==> config.mk <==
export PLATFORM = sky130hd
export DESIGN_NAME = pipeline_ex_mem_elastic
export DESIGN_NICKNAME = d
export VERILOG_FILES = /design/src/rtl/pipe_pkg.sv /design/src/rtl/pipe_skid_buf.sv /design/src/rtl/pipeline_ex_mem_elastic.sv
export SDC_FILE = /design/constraint.sdc
export NUM_CORES = 1
export LEC_CHECK = 0
export ABC_AREA = 1
export CAP_MARGIN = 0
export CORE_MARGIN = 5
export CORE_UTILIZATION = 30
export DETAILED_ROUTE_END_ITERATION = 10
export PLACE_DENSITY_LB_ADDON = 0.15
export SLEW_MARGIN = 20
export SYNTH_ARGS = -nofsm -noshare
export SYNTH_HDL_FRONTEND = slang
export SYNTH_SLANG_ARGS = --single-unit
==> constraint.sdc <==
create_clock -name clk -period 2.3 [get_ports clk]
set_clock_uncertainty 0.1 [all_clocks]
set_input_delay 0.345 -clock clk [delete_from_list [all_inputs] [get_ports clk]]
set_output_delay 0.345 -clock clk [all_outputs]
set_load 0.05 [all_outputs]
==> src/rtl/pipe_pkg.sv <==
// Shared types for the EX/MEM elastic stage: default widths, entry layout, occupancy encoding.
package pipe_pkg;

    localparam int DATA_W_DEF = 128;
    localparam int DEST_W_DEF = 4;

    typedef enum logic [1:0] {
        EMPTY = 2'd0,
        ONE   = 2'd1,
        TWO   = 2'd2
    } occ_e;

    // Default-width layout; the top re-declares the same field order at its own parameter widths.
    typedef struct packed {
        logic                  rmem;
        logic                  wmem;
        logic                  wreg;
        logic                  vf;
        logic [DEST_W_DEF-1:0] dest;
        logic [DATA_W_DEF-1:0] alures;
        logic [DATA_W_DEF-1:0] store;
    } ex_mem_t;

endpackage

==> src/rtl/pipe_skid_buf.sv <==
// Two-entry elastic register (main M drives outputs, skid S catches one entry under stall); 1-cycle latency.
// in_ready is !S.valid from registered state only, so out_ready has no combinational path to in_ready.
module pipe_skid_buf
    import pipe_pkg::*;
#(
    parameter int W = 8
) (
    input  logic         clk,
    input  logic         rst,
    input  logic         flush,
    input  logic         in_valid,
    output logic         in_ready,
    input  logic [W-1:0] in_dat,
    output logic         out_valid,
    input  logic         out_ready,
    output logic [W-1:0] out_dat
);

    occ_e         r_occ;
    logic [W-1:0] r_m;
    logic [W-1:0] r_s;
    logic         w_acc;
    logic         w_pop;

    assign in_ready  = (r_occ != TWO);
    assign out_valid = (r_occ != EMPTY);
    assign out_dat   = r_m;
    assign w_acc     = in_valid && in_ready;
    assign w_pop     = out_valid && out_ready;

    always_ff @(posedge clk) begin
        if (!rst || flush) begin
            r_occ <= EMPTY;
            r_m   <= '0;
            r_s   <= '0;
        end else begin
            case (r_occ)
                EMPTY: begin
                    if (w_acc) begin
                        r_m   <= in_dat;
                        r_occ <= ONE;
                    end
                end
                ONE: begin
                    if (w_acc && w_pop) begin
                        r_m <= in_dat;
                    end else if (w_acc) begin
                        r_s   <= in_dat;
                        r_occ <= TWO;
                    end else if (w_pop) begin
                        r_occ <= EMPTY;
                    end
                end
                TWO: begin
                    // in_ready is low here, so only a pop can move state
                    if (w_pop) begin
                        r_m   <= r_s;
                        r_occ <= ONE;
                    end
                end
                default: r_occ <= EMPTY;
            endcase
        end
    end

endmodule

==> src/rtl/pipeline_ex_mem_elastic.sv <==
// EX/MEM valid/ready pipeline stage: packs EX fields into one entry, holds it in a 2-deep skid buffer.
// 1-cycle latency when empty or popping; MEM stall back-pressures EX after two entries are held.
module pipeline_ex_mem_elastic
    import pipe_pkg::*;
#(
    parameter int DATA_W    = DATA_W_DEF,
    parameter int DEST_W    = DEST_W_DEF,
    parameter bit GATE_CTRL = 1'b1
) (
    input  logic              clk,
    input  logic              rst,
    input  logic              flush,
    input  logic              in_valid,
    output logic              in_ready,
    input  logic              in_rmem,
    input  logic              in_wmem,
    input  logic              in_wreg,
    input  logic              in_vf,
    input  logic [DATA_W-1:0] in_alures,
    input  logic [DATA_W-1:0] in_store,
    input  logic [DEST_W-1:0] in_dest,
    output logic              out_valid,
    input  logic              out_ready,
    output logic              out_rmem,
    output logic              out_wmem,
    output logic              out_wreg,
    output logic              out_vf,
    output logic [DATA_W-1:0] out_alures,
    output logic [DATA_W-1:0] out_store,
    output logic [DEST_W-1:0] out_dest
);

    typedef struct packed {
        logic              rmem;
        logic              wmem;
        logic              wreg;
        logic              vf;
        logic [DEST_W-1:0] dest;
        logic [DATA_W-1:0] alures;
        logic [DATA_W-1:0] store;
    } ex_mem_w_t;

    ex_mem_w_t w_in;
    ex_mem_w_t w_out;
    logic      w_ctrl_en;

    assign w_in.rmem   = in_rmem;
    assign w_in.wmem   = in_wmem;
    assign w_in.wreg   = in_wreg;
    assign w_in.vf     = in_vf;
    assign w_in.dest   = in_dest;
    assign w_in.alures = in_alures;
    assign w_in.store  = in_store;

    pipe_skid_buf #(
        .W ($bits(ex_mem_w_t))
    ) u_skid (
        .clk       (clk),
        .rst       (rst),
        .flush     (flush),
        .in_valid  (in_valid),
        .in_ready  (in_ready),
        .in_dat    (w_in),
        .out_valid (out_valid),
        .out_ready (out_ready),
        .out_dat   (w_out)
    );

    // Side-effecting control bits are masked on bubbles so MEM never acts on a stale entry
    assign w_ctrl_en  = GATE_CTRL ? out_valid : 1'b1;
    assign out_rmem   = w_out.rmem & w_ctrl_en;
    assign out_wmem   = w_out.wmem & w_ctrl_en;
    assign out_wreg   = w_out.wreg & w_ctrl_en;
    assign out_vf     = w_out.vf;
    assign out_dest   = w_out.dest;
    assign out_alures = w_out.alures;
    assign out_store  = w_out.store;

endmodule

==> out/metrics.yaml <==
overflow: 0
required_ns: 1.86
cp_max_fo: 2
clock_latency_ns: 0.59
dpl.cell_count: 5159
fp-row-count: 106
final_nets: 4416
grt_max_degree: 66
critPathLaunchType: "flip-flop"
max-slew-margin-rel_pct: 56.0
netlist.area_leader.share_pct: 42.3
ios: 535
worst_pin_slew_ns: 0.653
finalWeightedCongestion: 0.761
layout.cells.non_filler: 5278
end_kind: "output port"
wl_met3_microns: 3920
wl_microns: 79500
clkTransAtPathRegs_ns: 0.06
synth_seq_cells: 530
dp_hpwl_microns: 55100
final-setup-viol-count: 0
peakVddDrop_v: 0.000444
critPathKind: "flip-flop to output port"
synth_nets: 4220
r2r_end: "u_skid.out_dat[154]"
worst_r2r_path_depth: 6
hold_path_depth: 3
grtUsageTotal_pct: 17.2
hold_viol: 0
crit_buf_inv: 1
die_w_microns: 299
dieArea_sq_um: 89400
die_h_microns: 299
vias_per_cell: 4.19
initial_core_util_pct: 30.1
finalCritPeriodShare_pct: 97.2
period_needed_ns: 2.23
crit_chain: "clkdlybuf4s50_1"
cts_tree: "built"
port_buffers: 534
cellLeakagePower_nw: 14.0
drc: 0
areaGrowthSynthToFinish_pct: 27.7
drt_iter0_drc: 1044
hold_path.class: "primary input to flip-flop"
antenna_found_initial: 16
cpPeakStageDelay_ns: 0.89
avgSynthCellArea_sq_um: 6.34
worstPathArrival_ns: 1.79
maxCapViolations: 0
root_buffer: "clkbuf_16"
detailedPlace.worstSlack_ns: 0.121
rrSetupSlack_ns: 0.34
clockBufferDepth: 3
crit_family: "buffers and inverters"
synth_area_sq_um: 25100
power.density_nw_per_um2: 712
grt_pass1_vias: 21000
routed.top_layer: "met5"
drt-met1-wl_microns: 34900
setup_tns_ns: 0
synthTopCellsByArea: "dfxtp_1, nand2_1, nor2_1, buf_4, o21ai_0"
critical_path.slowest_cell: "clkdlybuf4s50_1"
drv_slew: 0
firstDrtPassIters: 5
run_status: "finished clean"
worst_slack_ns: 0.0655
ys_warn_count: 0
fmax_mhz: 448
core_area_sq_um: 83300
cts_buffers: 66
utilization_pct: 38.4
layout-drive-gt1-share_pct: 4.63
wire_per_inst_microns: 15.1
hold_path.startpoint: "in_alures[96]"
post_dp_cell_area_sq_um: 30000
holdPathEnd: "u_skid.r_s[224]"
ys_seq_area_share_pct: 42.3
r2r-start: "u_skid.r_occ[1]"
cts_htree_levels: 3
synth_cells: 3951
cts_sinks: 530
hold_buffers: 0
dr_wl_met2_microns: 38300
postLayoutCellArea_sq_um: 32000
grt_first_pass_wirelength_microns: 124000
rsz0062_at_grt: "false"
synth_cell_type_count: 14
post-synth-top-area-cell: "dfxtp_1"
vias: 22100
ant_nets: 0
## sequential cells by signal, indices dropped and copies added, names as in the netlist
| signal | cells |
|---|---|
| u_skid.out_dat | 264 |
| u_skid.r_occ | 2 |
| u_skid.r_s | 264 |
## worst max-delay path by stage
stage,to,slack [ns],cells past startpoint,startpoint
2_1_floorplan,u_skid.out_dat[254],0.72,7,u_skid.r_occ[0]
6_report,out_alures[88],0.07,1,u_skid.out_dat[216]
5_1_grt,out_alures[115],0.0003,1,u_skid.out_dat[243]
3_5_place_dp,u_skid.r_s[30],0.12,8,in_valid
3_3_place_gp,u_skid.r_s[30],0.13,8,in_valid
4_1_cts,out_alures[81],0.0006,1,u_skid.out_dat[209]
## metal layers
metal  up-vias  track usage (%)
met2       415             29.7
met5         -                0
li1      11900                -
met3       120             3.71
met1      9731             21.4
met4         6             5.82
## layout by cell type, fill, tap and decap left out
cell type           n
inv_1             271
o21ai_0           265
nand2_1          1322
dlygate4sd2_1      21
nor3b_1             1
a21oi_1             1
buf_12             50
clkdlybuf4s50_1   496
dlymetal6s2s_1      9
nand2_8             2
nor2_2              1
nand4_1             1
clkbuf_16          67
inv_6               3
nand2_4             1
buf_4              44
clkinvlp_4          4
clkbuf_8           14
nor2_4              1
diode_2            11
clkinv_2            5
dfxtp_1           530
nor2_1           1061
clkbuf_1           15
inv_8               2
## cell families after synthesis
logic type      after synthesis  synth area share (%)
compound gates              266                  5.31
buf+inv                     765                  16.5
flops                       530                  42.3
simple gates               2390                  35.9
## layout make-up
cell class / count / area (sq um)
fill: 8995 / 51300
sequential: 530 / 10600
multi-input combinational: 2656 / 10400
timing repair buffer: 620 / 6590
clock buffer: 96 / 1930
tap: 1080 / 1350
inverter: 273 / 1040
clock inverter: 12 / 81.3
antenna: 11 / 27.5
## what timing repair did
item                                    4_1_cts  5_1_grt
endpoints found under the setup margin       21       13
resized for setup                            21       10
buffers inserted                              0        0
## worst register-to-register path, delay by kind of cell (launching register included)
kind	cells	cell delay, ns
simple gates	3	0.33
compound gates	1	0.58
flops	1	0.40
buf+inv	2	0.44
## through the flow
stage | hold slack [ns] | power (mW)
3_3_place_gp | 0.362 | 13.2
2_1_floorplan | 0.355 | 12.0
6_report | 0.309 | 22.8
3_5_place_dp | 0.371 | 13.2
4_1_cts | 0.253 | 23.2
5_1_grt | 0.290 | 23.9
## cells in the mapped netlist
library cell,number
clkbuf_1,97
dfxtp_1,530
nor2_2,1
buf_6,6
nor2_1,1062
nor3b_1,1
nand4_1,1
o21ai_0,265
buf_4,290
nand2_1,1323
a21oi_1,1
nand2_2,2
buf_2,99
inv_1,273
## where the power goes
group	internal, mW	leakage [nW]	total [mW]	switching (mW)
Sequential	9.44	4.31	9.60	0.153
Clock	5.78	0.978	9.85	4.07
Combinational	1.31	8.75	3.34	2.02
Power figures use the tool's default switching activity.
